**src/rtl/nco_pkg.sv**
```systemverilog
// rtl/nco_pkg.sv - shared widths, frame derivation and quadrant fold for the NCO phase engine
package nco_pkg;

    localparam int ACC_W_DEF  = 20;
    localparam int ADDR_W_DEF = 10;
    localparam int DIG_W_DEF  = 2;
    localparam int NCH_DEF    = 2;

    // Generic carrier widths so one fold function serves every lane parameterisation
    localparam int PH_MAX   = 64;
    localparam int ADDR_MAX = 32;

    typedef struct packed {
        logic                sign;
        logic [ADDR_MAX-1:0] addr;
    } fold_t;

    function automatic int calc_ndig(input int addr_w, input int dig_w);
        return (addr_w + dig_w - 1) / dig_w;
    endfunction

    function automatic int calc_frame(input int addr_w, input int dig_w);
        return calc_ndig(addr_w, dig_w) + 1;
    endfunction

    // Quadrant bit 0 mirrors the quarter-wave address, quadrant bit 1 inverts the sign
    function automatic fold_t quad_fold(input logic [PH_MAX-1:0] ph, input int acc_w,
                                        input int addr_w);
        fold_t               r;
        logic [1:0]          q;
        logic [ADDR_MAX-1:0] f;
        logic [ADDR_MAX-1:0] mask;
        q      = 2'(ph >> (acc_w - 2));
        f      = ADDR_MAX'(ph >> (acc_w - 2 - addr_w));
        mask   = (ADDR_MAX'(1) << addr_w) - ADDR_MAX'(1);
        r.addr = (q[0] ? ~f : f) & mask;
        r.sign = q[1];
        return r;
    endfunction

endpackage

```
**src/rtl/nco_pa_lane.sv**
```systemverilog
// rtl/nco_pa_lane.sv - one channel: accumulator, FCW shadow/active, fold and digit shifter
module nco_pa_lane
    import nco_pkg::*;
#(
    parameter int ACC_W  = ACC_W_DEF,
    parameter int ADDR_W = ADDR_W_DEF,
    parameter int DIG_W  = DIG_W_DEF
) (
    input  logic             clk,
    input  logic             rst_n,
    input  logic             stop_i,
    input  logic             bnd_i,
    input  logic             shift_i,
    input  logic             ld_i,
    input  logic             ld_pend_i,
    input  logic             clr_pend_i,
    input  logic [ACC_W-1:0] fcw_i,
    input  logic [ACC_W-1:0] pofs_i,
    output logic [DIG_W-1:0] dig_o,
    output logic             is_o
);

    localparam int NDIG = calc_ndig(ADDR_W, DIG_W);
    localparam int SR_W = NDIG * DIG_W;

    logic [ACC_W-1:0] acc_q, acc_d;
    logic [ACC_W-1:0] fcw_act_q, fcw_act_d;
    logic [ACC_W-1:0] fcw_shd_q, fcw_shd_d;
    logic [SR_W-1:0]  sr_q, sr_d;
    logic [DIG_W-1:0] dig_q, dig_d;
    logic             is_q, is_d;
    logic [ACC_W-1:0] ph;
    logic [SR_W-1:0]  addr_pad;
    fold_t            fo;

    assign ph       = acc_q + pofs_i;
    assign fo       = quad_fold(PH_MAX'(ph), ACC_W, ADDR_W);
    assign addr_pad = SR_W'(fo.addr);

    always_comb begin
        acc_d     = acc_q;
        fcw_act_d = fcw_act_q;
        fcw_shd_d = ld_i ? fcw_i : fcw_shd_q;
        sr_d      = sr_q;
        dig_d     = '0;
        is_d      = is_q;
        if (stop_i) begin
            acc_d = '0;
            sr_d  = '0;
        end else if (bnd_i) begin
            // The first digit leaves directly from the fold; the rest queue in the shifter
            dig_d = addr_pad[DIG_W-1:0];
            sr_d  = addr_pad >> DIG_W;
            is_d  = fo.sign;
            acc_d = clr_pend_i ? '0 : acc_q + fcw_act_q;
            if (ld_pend_i) begin
                fcw_act_d = fcw_shd_q;
            end
        end else if (shift_i) begin
            dig_d = sr_q[DIG_W-1:0];
            sr_d  = sr_q >> DIG_W;
        end
    end

    always_ff @(posedge clk or negedge rst_n) begin
        if (!rst_n) begin
            acc_q     <= '0;
            fcw_act_q <= '0;
            fcw_shd_q <= '0;
            sr_q      <= '0;
            dig_q     <= '0;
            is_q      <= 1'b0;
        end else begin
            acc_q     <= acc_d;
            fcw_act_q <= fcw_act_d;
            fcw_shd_q <= fcw_shd_d;
            sr_q      <= sr_d;
            dig_q     <= dig_d;
            is_q      <= is_d;
        end
    end

    assign dig_o = dig_q;
    assign is_o  = is_q;

endmodule

```
**src/rtl/nco_phase_engine.sv**
```systemverilog
// rtl/nco_phase_engine.sv - multi-channel phase engine with frame sequencing and pending flags
module nco_phase_engine
    import nco_pkg::*;
#(
    parameter int ACC_W  = ACC_W_DEF,
    parameter int ADDR_W = ADDR_W_DEF,
    parameter int DIG_W  = DIG_W_DEF,
    parameter int NCH    = NCH_DEF
) (
    input  logic                 clk,
    input  logic                 rst_n,
    input  logic                 En,
    input  logic [NCH*ACC_W-1:0] fcw,
    input  logic                 fcw_ld,
    input  logic [NCH*ACC_W-1:0] pofs,
    input  logic                 clr,
    output logic                 Vld,
    output logic                 dig_vld,
    output logic [NCH*DIG_W-1:0] Aout,
    output logic [NCH-1:0]       ISout
);

    localparam int NDIG  = calc_ndig(ADDR_W, DIG_W);
    localparam int FRAME = calc_frame(ADDR_W, DIG_W);
    localparam int CNT_W = (FRAME > 2) ? $clog2(FRAME) : 1;
    localparam logic [CNT_W-1:0] LAST_SLOT  = CNT_W'(FRAME - 1);
    localparam logic [CNT_W-1:0] LAST_SHIFT = CNT_W'(NDIG - 1);

    logic [CNT_W-1:0] cnt_q, cnt_d;
    logic             run_q;
    logic             ld_pend_q, ld_pend_d;
    logic             clr_pend_q, clr_pend_d;
    logic             dig_vld_q, dig_vld_d;
    logic             stop;
    logic             bnd;
    logic             shift;

    assign stop  = !En;
    assign bnd   = run_q && (cnt_q == LAST_SLOT);
    assign shift = run_q && (cnt_q < LAST_SHIFT);

    always_comb begin
        cnt_d      = cnt_q;
        ld_pend_d  = ld_pend_q;
        clr_pend_d = clr_pend_q;
        dig_vld_d  = 1'b0;
        if (stop) begin
            cnt_d = LAST_SLOT;
        end else if (run_q) begin
            cnt_d = bnd ? '0 : cnt_q + CNT_W'(1);
        end
        // A new request always survives; otherwise a boundary or stop retires the flag
        if (fcw_ld) begin
            ld_pend_d = 1'b1;
        end else if (stop || bnd) begin
            ld_pend_d = 1'b0;
        end
        if (clr) begin
            clr_pend_d = 1'b1;
        end else if (stop || bnd) begin
            clr_pend_d = 1'b0;
        end
        if (!stop) begin
            dig_vld_d = bnd || shift;
        end
    end

    always_ff @(posedge clk or negedge rst_n) begin
        if (!rst_n) begin
            cnt_q      <= LAST_SLOT;
            run_q      <= 1'b0;
            ld_pend_q  <= 1'b0;
            clr_pend_q <= 1'b0;
            dig_vld_q  <= 1'b0;
        end else begin
            cnt_q      <= cnt_d;
            run_q      <= En;
            ld_pend_q  <= ld_pend_d;
            clr_pend_q <= clr_pend_d;
            dig_vld_q  <= dig_vld_d;
        end
    end

    for (genvar c = 0; c < NCH; c++) begin : g_lane
        nco_pa_lane #(
            .ACC_W (ACC_W),
            .ADDR_W(ADDR_W),
            .DIG_W (DIG_W)
        ) u_lane (
            .clk       (clk),
            .rst_n     (rst_n),
            .stop_i    (stop),
            .bnd_i     (bnd),
            .shift_i   (shift),
            .ld_i      (fcw_ld),
            .ld_pend_i (ld_pend_q),
            .clr_pend_i(clr_pend_q),
            .fcw_i     (fcw[c*ACC_W +: ACC_W]),
            .pofs_i    (pofs[c*ACC_W +: ACC_W]),
            .dig_o     (Aout[c*DIG_W +: DIG_W]),
            .is_o      (ISout[c])
        );
    end

    assign Vld     = bnd;
    assign dig_vld = dig_vld_q;

endmodule

```
**config.mk**
```make
export PLATFORM = sky130hd
export DESIGN_NAME = nco_phase_engine
export DESIGN_NICKNAME = d
export VERILOG_FILES = /design/src/rtl/nco_pkg.sv /design/src/rtl/nco_pa_lane.sv /design/src/rtl/nco_phase_engine.sv
export SDC_FILE = /design/constraint.sdc
export NUM_CORES = 1
export LEC_CHECK = 0
export ABC_AREA = 0
export CAP_MARGIN = 15
export CORE_AREA = 2 2 125 127
export CTS_CLUSTER_DIAMETER = 30
export DETAILED_ROUTE_END_ITERATION = 10
export DIE_AREA = 0 0 127 129
export PLACE_DENSITY = 0.86
export SLEW_MARGIN = 25
export SYNTH_ARGS = -nofsm -noshare
export SYNTH_HDL_FRONTEND = slang
export SYNTH_HIERARCHICAL = 1
export SYNTH_SLANG_ARGS = --single-unit
```
**constraint.sdc**
```tcl
create_clock -name clk -period 7.8 [get_ports clk]
set_input_delay 1.17 -clock clk [delete_from_list [all_inputs] [get_ports clk]]
set_output_delay 1.17 -clock clk [all_outputs]
set_load 0.03 [all_outputs]
```
After elaboration in Yosys (flattened, before gate mapping) --
Index checks and enable logic that the tools add are counted.
Storage, ports and cells: output and inout bits 8, register bits 153, bits of input ports 85, logic and storage cells 65
Cells by class: add/sub/neg operators 5, multiplexer cells 27, reduce and logical (&&, ||, !) cells 9, equality and inequality tests 4, bitwise logic cells 2, magnitude comparators 1
Operators by type and width (count):
- 2-to-1 mux 20 bit | 6
- adder 20 bit | 4
- 2-to-1 mux 10 bit | 8
- NOT 10 bit | 2
- 2-to-1 mux 2 bit | 6
- 2-to-1 mux 3 bit | 3
- 2-to-1 mux 1 bit | 4
- != test 2 x 1 -> 1 bit, second input constant | 2
- nonzero test 2 bit | 2
- adder 3 x 1 -> 3 bit, second input constant | 1
- == test 3 bit, second input constant | 1
- less-than comparator 3 bit, second input constant | 1
- != test 3 x 1 -> 1 bit, second input constant | 1
- AND reduction 3 bit | 1
- logical AND 1 bit | 2
- logical OR 1 bit | 2
- AND reduction 2 bit | 1
- logical NOT 1 bit | 1

Longest topological paths before layout --
Gate-level depths: netlist of the first run.
word-level depth 5, depth in mapped cells 10, mapped depth without buffers 10

Hierarchy --
Netlist of the first run, hierarchy kept.
Modules (own cells, without submodules):
- nco_pa_lane (g_lane[0].u_lane) | instances 1, area an instance 4642.0 µm², seq. area each 1776.7 µm², cells an instance 461
- nco_pa_lane (g_lane[1].u_lane) | instances 1, area an instance 4426.7 µm², seq. area each 1776.7 µm², cells an instance 420
- nco_phase_engine | instances 1, area an instance 307.8 µm², seq. area each 177.7 µm², cells an instance 26

Least setup slack after synthesis of the first run --
Ideal clock, no wire load.
kind in2reg, from input port pofs[35], to register g_lane[1].u_lane.sr_q[6], data required time 7671 ps, slack 4573 ps, arrival 3099 ps, cell stages on the path 10, cell sequence ha_1 -> a21o_1 -> a22o_1 -> o21ai_1 -> o21ai_0 -> or4b_1 -> buf_6 -> xor2_1 -> xnor2_1 -> o21ai_0
Between the ends: longest elaborated chain between the ends 5
RTL lines:
- start, declared | line nco_phase_engine.sv:15 | input logic [NCH*ACC_W-1:0] pofs,
- adder 20 bit * | line nco_pa_lane.sv:36 | assign ph = acc_q + pofs_i;
- NOT 10 bit | line nco_pkg.sv:36 | r.addr = (q[0] ? ~f : f) & mask;
- 2-to-1 mux 10 bit * | line nco_pkg.sv:36
- 2-to-1 mux 10 bit * | line nco_pa_lane.sv:50 | end else if (bnd_i) begin
- 2-to-1 mux 10 bit * | line nco_pa_lane.sv:47 | if (stop_i) begin
- end signal, assigned | line nco_pa_lane.sv:77 | sr_q <= sr_d;
- end, declared | line nco_pa_lane.sv:29 | logic [SR_W-1:0] sr_q, sr_d;
Every way passes the cells marked *; elsewhere a longest branch is shown, timed or not. A chain may end at the register's enable or synchronous reset.

Final worst setup path of the first run --
from register cnt_q[0], to output port Vld
Between the ends: longest elaborated chain between the ends 2
RTL lines:
- start, declared | line nco_phase_engine.sv:29 | logic [CNT_W-1:0] cnt_q, cnt_d;
- start signal, assigned | line nco_phase_engine.sv:76 | cnt_q <= cnt_d;
- == test 3 bit | line nco_phase_engine.sv:39 | assign bnd = run_q && (cnt_q == LAST_SLOT);
- logical AND 1 bit | line nco_phase_engine.sv:39
- end, declared | line nco_phase_engine.sv:17 | output logic Vld,
Every way passes these cells.

==> results of run 1 <==
-- cell families after synthesis --
group                    share of synthesized area (%)
multiplexers                                     10.46
AND/OR/NAND/NOR                                  9.901
AO/OA/AOI/OAI                                    19.55
buffers and inverters                            2.629
adder cells (fa/ha/maj)                          10.57
XOR/XNOR                                         7.099
flip-flops                                       39.79
-- state kept, by name, summed over array words and instances (netlist names) --
register and cells:
g_lane.u_lane/sr_q 16, g_lane.u_lane/dig_o 4, dig_vld 1, clr_pend_q 1
ld_pend_q 1, cnt_q 3, g_lane.u_lane/fcw_act_q 40, run_q 1
g_lane.u_lane/fcw_shd_q 40, g_lane.u_lane/acc_q 40, g_lane.u_lane/is_o 2
-- worst paths after layout --
kind                                          start                       endpoint  slack (ps)  cells after the start
min in group asynchronous                     rst_n                          run_q         740                      1
setup / recovery                           cnt_q[0]                            Vld        3680                      4
hold / removal             g_lane[0].u_lane/sr_q[7]       g_lane[0].u_lane/sr_q[7]         500                      2
max in group asynchronous                     rst_n     g_lane[0].u_lane/acc_q[17]        5940                      2
setup reg to reg                           cnt_q[0]  g_lane[0].u_lane/fcw_act_q[9]        4470                      6
hold reg to reg            g_lane[0].u_lane/sr_q[7]       g_lane[0].u_lane/sr_q[7]         500                      2
-- layout make-up --
type	count	area, µm²
clock buffers	18	429.2
clock inverters	14	128.9
fillers	1057	3996
inverters	21	78.83
multi-input cells	704	5404
flip-flops and latches	149	3731
well taps	188	235.2
repair buffers	98	973.4
-- metrics by stage --
stage / hold slack [ps] / total power (µW) / util, % / instance area (µm²)
5_1_grt: 520.3 / 2768 / 73.32 / 10980
3_3_place_gp: 476.7 / 1805 / 69.43 / 10400
2_1_floorplan: 450.7 / 1613 / - / 9376
6_report: 498.5 / 2616 / 73.32 / 10980
4_1_cts: 502.0 / 2621 / 73.16 / 10960
3_5_place_dp: 488.2 / 1841 / 69.43 / 10400
-- report_power, final --
part / internal (µW) / switching, µW / leakage [µW]
clock: 422 / 347 / 0.000278
combinational: 392 / 439 / 0.00287
sequential: 909 / 107 / 0.00188
-- metal layers --
metal	wire length [µm]	GRT usage (%)
met5	0	0
met4	432	8.209
met3	1030	4.407
met2	9831	43.01
met1	9774	37.64
-- cell usage after synthesis (all sizes together), types with 3 or more instances --
| cell type | n | area share, % |
|---|---|---|
| a22o | 22 | 2.1 |
| mux2i | 8 | 0.85 |
| a21oi | 65 | 3.5 |
| and3 | 9 | 0.60 |
| and2 | 6 | 0.43 |
| nand2 | 63 | 2.5 |
| o21ai | 57 | 3.1 |
| a211oi | 34 | 2.9 |
| ha | 76 | 10 |
| inv | 21 | 0.84 |
| dfrtp | 147 | 39 |
| nand3 | 14 | 0.75 |
| or3 | 3 | 0.20 |
| nor3 | 21 | 1.2 |
| o211ai | 4 | 0.32 |
| nand2b | 7 | 0.47 |
| a31o | 5 | 0.56 |
| nand4 | 10 | 0.67 |
| xnor2 | 45 | 4.2 |
| clkbuf | 29 | 1.4 |
| o21a | 7 | 0.56 |
| mux2 | 80 | 9.6 |
| o22ai | 3 | 0.20 |
| o31ai | 4 | 0.32 |
| o21bai | 11 | 0.88 |
| buf | 4 | 0.41 |
| a21o | 28 | 2.3 |
| nor2 | 36 | 1.5 |
| nor2b | 14 | 0.93 |
| xor2 | 31 | 2.9 |
| a31oi | 7 | 0.47 |
| a211o | 4 | 0.37 |
-- worst reg2reg max path, cell delays in order (launching register included) --
cell and delay (ps):
dfstp_2 560, ha_1 230, nand3_1 170, inv_1 740
nor2b_1 360, nand2_1 630, mux2_2 520
==> reports/metrics.cfg, run 1 <==
[placement]
dp_slack_ps = 3787
hpwl_um = 15600
gp_congestion = 0.9237
io_buffers = 92
dp.cells = 1159

[synth]
ys_seq_elements = 149
synth_cell_type_count = 68
ys_seq_area_share_pct = 39.79
post_synth.cell_area_avg_um2 = 10.34
yosysWarningCount = 6
async_reset_ff_share_pct = 100.0
synthesis.nets = 1070
synth_ff_type = dfrtp_1
synth_edf_count = 0
syn_area_um2 = 9376
syn_inst = 907

[power]
ir_drop_uv = 252.3
power_density_nw_per_um2 = 238.2
power.leakage_uw = 0.005022

[worst_setup_path]
critical_path_class = flip-flop to primary output
critical-path-slowest-cell = clkdlybuf4s50_1
cpPeakStageDelay_ps = 820
path_delay_family = buffers and inverters
end_kind = primary output
startpoint_type = flip-flop
cp_num_buf_inv = 2
required_ps = 6630
path_max_fanout = 33
worstPathCellList = ha_1 > nand3_1 > inv_1 > clkdlybuf4s50_1
crit_arrival_ps = 2950

[sta]
setup_viol = 0
clock_skew_ps = 8.372
rsz0062_at_grt = false
period_share_pct = 52.80
finalHoldViolCount = 0
period_needed_ps = 4119
fin_ws_ps = 3681
slew-limit-headroom_pct = 35.15
tightest_slew_ps = 972.8
fmax_mhz = 242.8
fin_setup_tns_ps = 0
slew_violations = 0

[clocking]
cts_tree = done
hold_buffers = 0
cts_setup_buffers = 0
post_cts_resized = 0
insertion_delay_ps = 420
clock_path_buffers = 2
cts_max_level = 4
ctsRootBufferMaster = clkbuf_16
clk_pin_slew_ps = 60
cts_made_buffers = 17
cts.sinks = 149

[floorplan]
io_pins = 93
die_w_um = 127
die-area_um2 = 16380
die_y_um = 129
core-area_um2 = 14980
rows = 45
initial_core_util_pct = 62.61

[layout]
layout-area-overhead-vs-synth_pct = 17.11
drive_gt1_share_pct = 14.34
final_cell_mix = dfrtp_1, clkdlybuf4s50_1, mux2_2
stdcell_count = 1192
antenna_cells = 0
fin_nets = 1154
final_common_cell = dfrtp_1

[routing]
post_drt_wl_per_cell_um = 17.67
vias_per_cell = 6.129
drc = 0
routed_wirelength_um = 21070
drt_iter0_drc = 485
first_pass_iters = 5
num_vias = 7306
ant_nets = 0

[global_route]
antenna_found_initial = 0
track_usage_pct = 26.72
grt_pass1_wl_um = 34760
grt_max_degree = 80
grt_pass1_vias = 7107
overflow = 0

[hold_path]
min_path_type = flip-flop to flip-flop

[outcome]
status = complete, no violations

[flow_run]
maxCapViolCount = 0

Power figures use the tool's default switching activity.
==> inputs of run 2 (changes only) <==
--- a/config.mk
+++ b/config.mk
@@ -7,11 +7,11 @@
 export LEC_CHECK = 0
 export ABC_AREA = 0
 export CAP_MARGIN = 15
-export CORE_AREA = 2 2 125 127
+export CORE_AREA = 2 2 137 139
 export CTS_CLUSTER_DIAMETER = 30
 export DETAILED_ROUTE_END_ITERATION = 10
-export DIE_AREA = 0 0 127 129
-export PLACE_DENSITY = 0.86
+export DIE_AREA = 0 0 139 141
+export PLACE_DENSITY = 0.76
 export SLEW_MARGIN = 25
 export SYNTH_ARGS = -nofsm -noshare
 export SYNTH_HDL_FRONTEND = slang
==> constraint.sdc (replaced) <==
create_clock -name clk -period 3.4 [get_ports clk]
set_input_delay 0.51 -clock clk [delete_from_list [all_inputs] [get_ports clk]]
set_output_delay 0.51 -clock clk [all_outputs]
set_load 0.03 [all_outputs]
==> run 2 against run 1 <==
  * Sequential share of layout area decreased by 0.52 points
  * Critical endpoint unchanged
  * Clock power increased by 140%
  * Via count decreased by 1.3%
  * Final area increased by 1.6%
  * Non-clock buffer count increased by 10
  * Largest cell class unchanged
  * Cell count increased by 4.7%
  * Wire length decreased by 5.1%
  * Global-route usage decreased by 5.7 points
==> reports/metrics.cfg, run 2 (synthesis gave the netlist of run 1 again) <==
[outcome]
status = complete, no violations  ; unchanged

[worst_setup_path]
crit_arrival_ps = 2350  ; was 2950 ps
path_delay_family = buffers and inverters  ; unchanged
crit_start = cnt_q[0]  ; unchanged
startpoint_type = flip-flop  ; unchanged
cpPeakStageDelay_ps = 720  ; was 820 ps
critical_path_class = flip-flop to primary output  ; unchanged
path_max_fanout = 9  ; was 33
r2r_start = g_lane[0].u_lane/acc_q[1]  ; was cnt_q[0]
required_ps = 2890  ; was 6630 ps
critical-path-slowest-cell = clkdlybuf4s50_1  ; unchanged
end_kind = primary output  ; unchanged
worstPathCellList = ha_1 > nand3_1 > inv_1 > clkdlybuf4s50_1  ; unchanged
cp_num_buf_inv = 2  ; unchanged

[clocking]
cts_made_buffers = 17  ; unchanged
ctsRootBufferMaster = clkbuf_16  ; unchanged
hold_buffers = 0  ; unchanged
cts.sinks = 149  ; unchanged
cts_setup_buffers = 0  ; unchanged
cts_tree = done  ; unchanged
cts_max_level = 4  ; unchanged
clock_path_buffers = 2  ; unchanged
clk_pin_slew_ps = 70  ; was 60 ps
post_cts_resized = 0  ; unchanged
insertion_delay_ps = 420  ; about the same

[sta]
holdWs_ps = 85.25  ; was 498.5 ps
rsz0062_at_grt = false  ; unchanged
slew-limit-headroom_pct = 36.86  ; was 35.15%
fmax_mhz = 350.0
clock_skew_ps = 13.30  ; was 8.372 ps
period_share_pct = 84.03
fin_ws_ps = 543.0  ; was 3681 ps
setup_viol = 0  ; unchanged
finalHoldViolCount = 0  ; unchanged
period_needed_ps = 2857
tightest_slew_ps = 947.0  ; was 972.8 ps
fin_setup_tns_ps = 0  ; unchanged
slew_violations = 0  ; unchanged

[global_route]
antenna_found_initial = 0  ; unchanged
grt_pass1_vias = 6933  ; was 7107
grt_max_degree = 65  ; was 80
overflow = 0  ; unchanged
track_usage_pct = 20.99  ; was 26.72%
grt_pass1_wl_um = 33460  ; was 34760 µm

[routing]
routed_wirelength_um = 19980  ; was 21070 µm
post_drt_wl_per_cell_um = 16.01  ; was 17.67 µm
vias_per_cell = 5.777  ; was 6.129
wl_met1_um = 9647  ; was 9774 µm
top_layer = met4  ; unchanged
route.met3.wl_um = 1029  ; was 1030 µm
drt_iter0_drc = 373  ; was 485
route.met2.wl_um = 8951  ; was 9831 µm
ant_nets = 0  ; unchanged
first_pass_iters = 5  ; unchanged
num_vias = 7210  ; was 7306
drc = 0  ; unchanged

[layout]
drive_gt1_share_pct = 15.29  ; was 14.34%
final_common_cell = dfrtp_1  ; unchanged
reg.largest.list = g_lane.u_lane/acc_q x40, g_lane.u_lane/fcw_act_q x40, g_lane.u_lane/fcw_shd_q x40  ; unchanged
layout-area-overhead-vs-synth_pct = 18.92  ; was 17.11%
final_design_area_no_fill_um2 = 11150  ; was 10980 µm²
fin_nets = 1164  ; was 1154
final_cell_mix = dfrtp_1, clkdlybuf4s50_1, mux2_2  ; unchanged
antenna_cells = 0  ; unchanged

[placement]
gp_congestion = 0.9220  ; was 0.9237
dp_slack_ps = 136.3  ; was 3787 ps
hpwl_um = 15240  ; was 15600 µm
placed_cell_area_um2 = 10550  ; was 10400 µm²
io_buffers = 92  ; unchanged

[floorplan]
core-area_um2 = 18270  ; was 14980 µm²
rows = 50  ; was 45
io_pins = 93  ; unchanged
die_w_um = 139  ; was 127 µm
die-area_um2 = 19600  ; was 16380 µm²
initial_core_util_pct = 51.33  ; was 62.61%
die_y_um = 141  ; was 129 µm

[power]
ir_drop_uv = 353.0  ; was 252.3 µV
power_density_nw_per_um2 = 544.1  ; was 238.2 nW/µm²
power.leakage_uw = 0.005086  ; was 0.005022 µW
finalPower_uw = 6067  ; was 2616 µW

[hold_path]
min_path_type = primary input to async pin  ; was flip-flop to flip-flop

[flow_run]
maxCapViolCount = 0  ; unchanged

==> run 2: cell types whose count changed in the layout (fill, tap and decap cells not counted), sizes merged <==
cell / delta
buf: +10
inv: +2
clkbuf: -1
clkinv: -1
==> run 2: cell type report <==
cell class / count / area, µm²
Multi-Input combinational cell: 704 / 5404
Fill cell: 1529 / 7117
Tap cell: 234 / 292.8
Clock buffer: 17 / 425.4
Timing Repair Buffer: 108 / 1050
Sequential cell: 149 / 3731
Inverter: 21 / 78.83
Clock inverter: 15 / 168.9
==> run 2: path summary, 6_finish.rpt <==
kind | endpoint | slack [ps] | cells past startpoint
worst min-delay path | g_lane[0].u_lane/sr_q[6] | 90 | 1
worst min register to register | g_lane[0].u_lane/is_o | 490 | 2
worst max register to register | g_lane[0].u_lane/acc_q[11] | 640 | 8
worst max-delay path | Vld | 540 | 4
max in group asynchronous | g_lane[0].u_lane/fcw_act_q[3] | 2570 | 2
min in group clk | g_lane[0].u_lane/is_o | 490 | 2
==> run 2: worst reg2reg max path: stages (launching register included) <==
cell and delay, ps:
dfrtp_1 430, ha_1 330, a211oi_1 310, o21ai_1 170, a21o_1 190, a2111oi_0 730
o31ai_1 220, xnor2_1 200, o21ai_1 80
==> run 2: power by group <==
group / switching [µW] / leakage [µW] / internal, µW
Clock: 871 / 0.000295 / 998
Combinational: 979 / 0.00291 / 910
Sequential: 226 / 0.00188 / 2080
Total: 2080 / 0.00509 / 3990
==> run 2: metrics by stage <==
step	util, %	cells
after floorplan	-	907
after global placement	57.76	1216
after detailed placement	57.76	1216
after CTS	61.01	1248
after global routing	61.04	1248
final	61.04	1248
==> run 2: layer usage <==
| metal | vias to the layer above | track usage [%] |
|---|---|---|
| met4 | 0 | 7.071 |
| met2 | 183 | 32.85 |
| met3 | 26 | 3.635 |
| li1 | 3561 | - |
| met1 | 3440 | 29.77 |
| met5 | - | 0 |
